File: config.mk
export PLATFORM = sky130hd
export DESIGN_NAME = feat_bram_reader
export DESIGN_NICKNAME = d
export VERILOG_FILES = /design/src/rtl/gat_pkg.sv /design/src/rtl/feat_rd_skid_buf.sv /design/src/rtl/feat_bram_reader.sv
export SDC_FILE = /design/constraint.sdc
export NUM_CORES = 1
export LEC_CHECK = 0
export ABC_AREA = 1
export CORE_MARGIN = 5
export CORE_UTILIZATION = 50
export DETAILED_ROUTE_END_ITERATION = 6
export GPL_ROUTABILITY_DRIVEN = 0
export PLACE_DENSITY = 0.75
export SYNTH_ARGS = -nofsm -noshare
export SYNTH_HDL_FRONTEND = slang
export SYNTH_HIERARCHICAL = 1
export SYNTH_SLANG_ARGS = --single-unit
File: constraint.sdc
create_clock -name clk -period 2.6 [get_ports clk]
set_input_delay 0.26 -clock clk [delete_from_list [all_inputs] [get_ports clk]]
set_output_delay 0.26 -clock clk [all_outputs]
set_load 0.01 [all_outputs]
File: src/rtl/gat_pkg.sv
// gat_pkg: shared widths and the feature-reader state encoding
package gat_pkg;
  localparam int NEW_FEATURE_WIDTH  = 8;
  localparam int NEW_FEATURE_ADDR_W = 12;
  localparam int FEAT_RD_LEN_W      = NEW_FEATURE_ADDR_W + 1;
  typedef enum logic [1:0] {IDLE, READ, DRAIN, DONE} feat_rd_state_e;
endpackage

File: src/rtl/feat_rd_skid_buf.sv
// feat_rd_skid_buf: 2-entry register FIFO (clk, rst, push/din in, pop in, head/cnt out), head always in slot 0
module feat_rd_skid_buf #(
  parameter int W = 8
) (
  input  logic         clk,
  input  logic         rst,
  input  logic         push,
  input  logic         pop,
  input  logic [W-1:0] din,
  output logic [W-1:0] head,
  output logic [1:0]   cnt
);
  logic [W-1:0] head_q, head_d, tail_q, tail_d;
  logic [1:0]   cnt_q, cnt_d;
  always_ff @(posedge clk) begin
    if (rst) begin
      head_q <= '0;
      tail_q <= '0;
      cnt_q  <= '0;
    end else begin
      head_q <= head_d;
      tail_q <= tail_d;
      cnt_q  <= cnt_d;
    end
  end
  always_comb begin
    cnt_d  = cnt_q + {1'b0, push} - {1'b0, pop};
    head_d = (pop && cnt_q == 2'd2) ? tail_q :
             (push && (cnt_q == 2'd0 || (pop && cnt_q == 2'd1))) ? din : head_q;
    tail_d = (push && (cnt_q == 2'd2 || (cnt_q == 2'd1 && !pop))) ? din : tail_q;
  end
  assign head = head_q;
  assign cnt  = cnt_q;
endmodule

File: src/rtl/feat_bram_reader.sv
// feat_bram_reader: streams len BRAM words from base_addr (start/base_addr/len in, addrb out, dout in) as m_t* with busy/done
module feat_bram_reader
  import gat_pkg::*;
#(
  parameter int DATA_WIDTH = NEW_FEATURE_WIDTH,
  parameter int ADDR_W     = NEW_FEATURE_ADDR_W,
  parameter int LEN_W      = FEAT_RD_LEN_W
) (
  input  logic                  clk,
  input  logic                  rst,
  input  logic                  start,
  input  logic [ADDR_W-1:0]     base_addr,
  input  logic [LEN_W-1:0]      len,
  output logic [ADDR_W-1:0]     feat_bram_addrb,
  input  logic [DATA_WIDTH-1:0] feat_bram_dout,
  output logic [DATA_WIDTH-1:0] m_tdata,
  output logic                  m_tvalid,
  input  logic                  m_tready,
  output logic                  m_tlast,
  output logic                  busy,
  output logic                  done
);
  feat_rd_state_e    state_q, state_d;
  logic [ADDR_W-1:0] rd_addr_q, rd_addr_d;
  logic [LEN_W-1:0]  issue_rem_q, issue_rem_d, beat_rem_q, beat_rem_d;
  logic              inflight_q, issue, pop, start_ok;
  logic [1:0]        buf_cnt, occ;
  feat_rd_skid_buf #(.W(DATA_WIDTH)) u_buf (
    .clk  (clk),
    .rst  (rst),
    .push (inflight_q),
    .pop  (pop),
    .din  (feat_bram_dout),
    .head (m_tdata),
    .cnt  (buf_cnt)
  );
  always_ff @(posedge clk) begin
    if (rst) begin
      state_q     <= IDLE;
      rd_addr_q   <= '0;
      issue_rem_q <= '0;
      beat_rem_q  <= '0;
      inflight_q  <= 1'b0;
    end else begin
      state_q     <= state_d;
      rd_addr_q   <= rd_addr_d;
      issue_rem_q <= issue_rem_d;
      beat_rem_q  <= beat_rem_d;
      inflight_q  <= issue;
    end
  end
  assign pop      = m_tvalid && m_tready;
  assign start_ok = state_q == IDLE && start;
  assign occ      = buf_cnt + {1'b0, inflight_q} - {1'b0, pop};
  // rd_addr is the address the BRAM samples on the issuing edge, so addrb is rd_addr itself
  assign issue       = state_q == READ && issue_rem_q != '0 && occ < 2'd2;
  assign rd_addr_d   = start_ok ? base_addr : issue ? rd_addr_q + 1'b1 : rd_addr_q;
  assign issue_rem_d = start_ok ? len : issue ? issue_rem_q - 1'b1 : issue_rem_q;
  assign beat_rem_d  = start_ok ? len : pop ? beat_rem_q - 1'b1 : beat_rem_q;
  always_comb begin
    state_d = state_q;
    case (state_q)
      IDLE:    if (start) state_d = (len == '0) ? DONE : READ;
      READ:    if (issue && issue_rem_q == LEN_W'(1)) state_d = DRAIN;
      DRAIN:   if (beat_rem_d == '0) state_d = DONE;
      default: state_d = IDLE;
    endcase
  end
  always_comb begin
    feat_bram_addrb = rd_addr_q;
    m_tvalid        = buf_cnt != 2'd0;
    m_tlast         = m_tvalid && beat_rem_q == LEN_W'(1);
    busy            = state_q != IDLE;
    done            = state_q == DONE;
  end
endmodule

After elaboration in Yosys (flattened, before gate mapping)
Cells that the tools add are included.

Flip-flop bits (word level): 59. Input bits: 37. Output and inout bits: 24. Logic and storage cells: 61.

Add/subtract/negate cells: 5. $lt $le $gt $ge: 1. Equality and inequality tests: 10. Mux-type cells: 13. Reduce and logical (&&, ||, !) cells: 24.

Operators by type and width (count): two-way mux 13 bit (4); == test 13 x 1 -> 1 bit (second input constant) (2); logical NOT 13 bit (2); subtractor 13 x 1 -> 13 bit (second input constant) (2); two-way mux 12 bit (2); two-way mux 8 bit (2); nonzero test 13 bit (1); adder 12 x 1 -> 12 bit (second input constant) (1); logical AND 1 bit (11); two-way mux 2 bit (4); nonzero test 2 bit (4); == test 2 bit (second input constant) (3); one-hot mux 2 bit (3 select lines) (1); == test 2 x 1 -> 1 bit (second input constant) (2); logical NOT 2 bit (2); inequality test 2 bit (second input constant) (2); AND reduction 3 bit (1); adder 2 x 1 -> 2 bit (1); logical OR 1 bit (2); < comparator 2 bit (second input constant) (1); inequality test 2 x 1 -> 1 bit (second input constant) (1); subtractor 2 x 1 -> 2 bit (1); logical NOT 1 bit (1).

Longest topological paths before layout
Depth after elaboration: 8. Gate-level depth with buffers: 16. Gate-level depth less buffers: 16.

Hierarchy
The synthesis kept the hierarchy.

Modules (own cells, without submodules): feat_bram_reader (instances 1, cells an instance 398, area each 2656.3 µm², sequential area each 820.8 µm²); feat_rd_skid_buf (instances 1, cells an instance 135, area each 968.4 µm², sequential area each 360.3 µm²).

Least setup slack after synthesis
No wires, ideal clock.

Path kind: flip-flop to flip-flop. From: register u_buf.cnt_q[1], in the netlist u_buf/cnt[1]. To: register state_q[1]. Setup time: 0.115 ns. Arrival: 1.922 ns. Required time: 2.485 ns. Setup slack: 0.563 ns. Stages on the path, launching flop included: 14. Path buffers: 1. Period minus slack after synthesis: 2.037 ns. Cell sequence: dfxtp_1 > nor2_2 > nor2_4 > ha_1 > inv_1 > nand2_1 > nand2_1 > nand4_2 > buf_6 > o21ai_1 > o21a_1 > nand3_1 > nand2_1 > nor2_1.

Cells in the longest elaborated chain, start to end: 8. Elaborated cells on any way between the ends: 13. Those cells by class: add/sub: 2; order compare: 1; eq/ne: 2; mux: 2; reduce/logical: 6.

RTL lines: start, declared (line feat_rd_skid_buf.sv:14) `logic [1:0] cnt_q, cnt_d;`; start signal, assigned (line feat_rd_skid_buf.sv:23) `cnt_q <= cnt_d;`; nonzero test 2 bit (*) (line feat_bram_reader.sv:71) `m_tvalid = buf_cnt != 2'd0;`; logical AND 1 bit (*) (line feat_bram_reader.sv:52) `assign pop = m_tvalid && m_tready;`; net pop (line feat_bram_reader.sv:26) `logic inflight_q, issue, pop, start_ok;`; subtractor 2 x 1 -> 2 bit (line feat_bram_reader.sv:54) `assign occ = buf_cnt + {1'b0, inflight_q} - {1'b0, pop};`; < comparator 2 bit (line feat_bram_reader.sv:56) `assign issue = state_q == READ && issue_rem_q != '0 && occ < 2'd2;`; logical AND 1 bit (line feat_bram_reader.sv:56); logical AND 1 bit (line feat_bram_reader.sv:64) `READ: if (issue && issue_rem_q == LEN_W'(1)) state_d = DRAIN;`; inequality test 2 x 1 -> 1 bit (no line); AND reduction 3 bit (no line) (*); end signal, assigned (line feat_bram_reader.sv:45) `state_q <= state_d;`; end, declared (line feat_bram_reader.sv:23) `feat_rd_state_e state_q, state_d;`.

The timed path passes the listed nets; every way through them passes the cells marked *. A chain may end at the register's enable or synchronous reset.

Worst setup path after layout
From: register state_q[0]. To: register state_q[1].

Cells in the longest elaborated chain, start to end: 6. Elaborated cells on any way between the ends: 14. Those cells by class: eq/ne: 5; mux: 2; reduce/logical: 7.

RTL lines (line): logical NOT 2 bit / == test 2 x 1 -> 1 bit (equally long branches) (feat_bram_reader.sv:53, feat_bram_reader.sv:62, feat_bram_reader.sv:56); logical AND 1 bit, on equally long branches (feat_bram_reader.sv:53, feat_bram_reader.sv:56); two-way mux 13 bit / logical AND 1 bit (equally long branches) (feat_bram_reader.sv:59, feat_bram_reader.sv:56); logical NOT 13 bit / logical AND 1 bit (equally long branches) (feat_bram_reader.sv:65, feat_bram_reader.sv:64); inequality test 2 bit (no line) / inequality test 2 x 1 -> 1 bit (equally long branches); AND reduction 3 bit (no line).

Several ways; a longest one is shown, not always the timed one.

==> flow_metrics.env <==
export IMPL_status="complete, no violations"
export IMPL_fillers=678
export IMPL_cp_top_family="simple AND/OR/NAND/NOR gates"
export IMPL_leakage_nw=1.986
export IMPL_ir_drop_v=0.0004939
export IMPL_start_kind="register"
export IMPL_grt_max_degree=40
export IMPL_path_clk_slew_ps=70
export IMPL_cap_violations=0
export IMPL_multi_input_area_mm2=0.002095
export IMPL_min_period_ps=2267
export IMPL_cts_sinks=59
export IMPL_setup_violations=0
export IMPL_final_common_cell="nand2_1"
export IMPL_overflow=0
export IMPL_synth_ff_type="dfxtp_1"
export IMPL_synth_nets=582
export IMPL_chipHeight_um=95.15
export IMPL_cts_buffers=9
export IMPL_path_class="register to register"
export IMPL_wl_per_cell_um=13.13
export IMPL_fin_nets=644
export IMPL_insertion_delay_ps=340
export IMPL_grt_pass1_vias=3462
export IMPL_drive_above_1_share_pct=11.50
export IMPL_io_pins=61
export IMPL_ys_types=45
export IMPL_power_density_mw_per_mm2=1020
export IMPL_grtUsageTotal_pct=21.30
export IMPL_drt_first_iter_violations=178
export IMPL_arrival_ps=2500
export IMPL_power_mw=4.623
export IMPL_io_buffers=60
export IMPL_synth_area_mm2=0.003625
export IMPL_area_sequential_mm2=0.001181
export IMPL_ys_ff_latch=59
export IMPL_path_buf_inv=5
export IMPL_finalHoldViolCount=0
export IMPL_period_share_pct=87.18
export IMPL_worst_pin_slew_ps=423.3
export IMPL_max_freq_ghz=0.4412
export IMPL_cts_root_buffer="clkbuf_8"
export IMPL_start_util_pct=50.79
export IMPL_routed_wl_mm=9.179
export IMPL_critPathMaxFanout=13
export IMPL_skew_ps=7.150
export IMPL_htreeDepth=3
export IMPL_dieWidth_um=95.15
export IMPL_cts_tree="done"
export IMPL_ys_seq_area_share_pct=32.59
export IMPL_async_flop_share_pct=0
export IMPL_antenna_left=0
export IMPL_synth_edf_count=0
export IMPL_cp_slowest_cell="dfxtp_1"
export IMPL_crit_chain="inv_1, ha_1, nand2_1, buf_4, buf_4, nor2_1, inv_1, nand2_1, inv_2, nand2_1, nor2_1, nand3_1, nand2_2, nand3_1, nand2_1, nor2_1"
export IMPL_rsz0062_at_grt="false"
export IMPL_slew_headroom_pct=71.78
export IMPL_drv_slew=0
export IMPL_cpMostUsedCell="nand2_1"
export IMPL_avgSynthCellArea_um2=6.801
export IMPL_dieArea_mm2=0.009053
export IMPL_vias=3635
export IMPL_dpl_hpwl_mm=7.018
export IMPL_drt_pass1_iter_count=5
export IMPL_mostFrequentLayoutCells="133 x nand2_1, 64 x nor2_1, 60 x clkdlybuf4s50_1, 59 x dfxtp_1, 48 x inv_1"
export IMPL_drc=0
export IMPL_finalSetupTns_ps=0
export IMPL_core_mm2=0.007137
export IMPL_synthToLayoutAreaGrowth_pct=25.09
export IMPL_yosysWarningCount=6
export IMPL_worstPathRequired_ps=2840
export IMPL_antenna_found_initial=0
export IMPL_synth_cells=533
export IMPL_routed_via_density=5.200
export IMPL_cts_path_max_buffers=2
export IMPL_fp_row_count=31
export IMPL_worstSetupEndpointType="register"
export IMPL_antenna_cells=0
export IMPL_grt_first_pass_wirelength_mm=15.38
export IMPL_hp_class="register to register"
export IMPL_max_stage_delay_ps=360
## registers in the layout, indices dropped and copies added (netlist names)
name,flops
issue_rem_q,13
state_q,2
beat_rem_q,13
u_buf/tail_q,8
inflight_q,1
feat_bram_addrb,12
u_buf/cnt,2
u_buf/head,8
## tightest hold or removal path: stages (launching register included)
cell	delay, ps
dfxtp_1	310
nand3_1	70
a21oi_1	60
## power breakdown
| group | switching, mW | total [mW] | internal (mW) |
|---|---|---|---|
| Combinational | 1.41 | 2.31 | 0.893 |
| Sequential | 0.222 | 1.36 | 1.14 |
| Clock | 0.366 | 0.957 | 0.591 |
| Total | 2.00 | 4.62 | 2.62 |
## cell type report
class | instances | share of cell area (%)
clock buffer | 12 | 3.422
clock inverter | 4 | 1.600
inverter | 62 | 5.270
multi-input combinational | 394 | 46.19
sequential | 59 | 26.05
tap | 99 | 2.732
timing repair buffer | 69 | 14.74
## per-stage QoR
step	utilization [%]	worst slack (ps)	area (µm²)	hold slack, ps	instances
floorplan	-	563.4	3625	349.8	533
global placement	60.29	216.2	4303	474.4	683
detailed placement	60.29	123.2	4303	476.1	683
CTS	63.48	295.0	4531	486.5	699
global route	63.53	42.29	4534	501.7	699
finish	63.53	333.4	4534	485.6	699
## cell usage after synthesis, types with 2 or more instances
master    count  share of area [%]
buf_2         4               0.55
dfxtp_1      59                 33
nand3_4       2               0.97
ha_1         12                4.1
nor3_2        3               0.83
nor2_2        6                1.0
clkinv_1      2               0.21
buf_6         4                1.2
nand2_4       3               0.93
nand3_1      44                6.1
xor2_1        8                1.9
nor4_1        4               0.69
o211ai_1      4               0.83
inv_2        11                1.1
or2_2         2               0.35
nand2_2       4               0.69
nand4_1      14                2.4
xnor2_1       7                1.7
nand2_1     133                 14
o21ai_0      10                1.4
a21oi_1      40                5.5
nand3_2       7                1.9
buf_1         2               0.21
a31oi_1       9                1.6
nor2_4        2               0.62
o21ai_1       2               0.28
nor2_1       64                6.6
inv_1        48                5.0
clkbuf_1      5               0.52
buf_4         3               0.62
## logic make-up after synthesis
family / Yosys count / share of synthesized area, %
simple gates: 293 / 38.35
buf+inv: 80 / 9.631
compound gates: 74 / 11.67
flops: 59 / 32.59
xor+xnor: 15 / 3.625
fa+ha+maj: 12 / 4.142
## per-layer routing
layer / global-route usage (%) / wire [µm]
met5: 0 / 0
met4: 7.692 / 200
met3: 3.552 / 564
met2: 35.86 / 4365
met1: 27.32 / 4048
## what timing repair did
item	4_1_cts	5_1_grt
hold buffers	0	0
resized for setup	0	1
endpoints found under the setup margin	0	1
setup buffers	0	0
## path summary, 6_finish.rpt
check | cells after the start | endpoint | slack (ps) | start
setup / recovery | 16 | state_q[1] | 330 | state_q[0]
hold reg to reg | 2 | u_buf/head[4] | 490 | u_buf/head[4]
hold / removal | 2 | u_buf/head[4] | 490 | u_buf/head[4]
setup reg to reg | 16 | state_q[1] | 330 | state_q[0]
(Power assumes the default switching activity.)
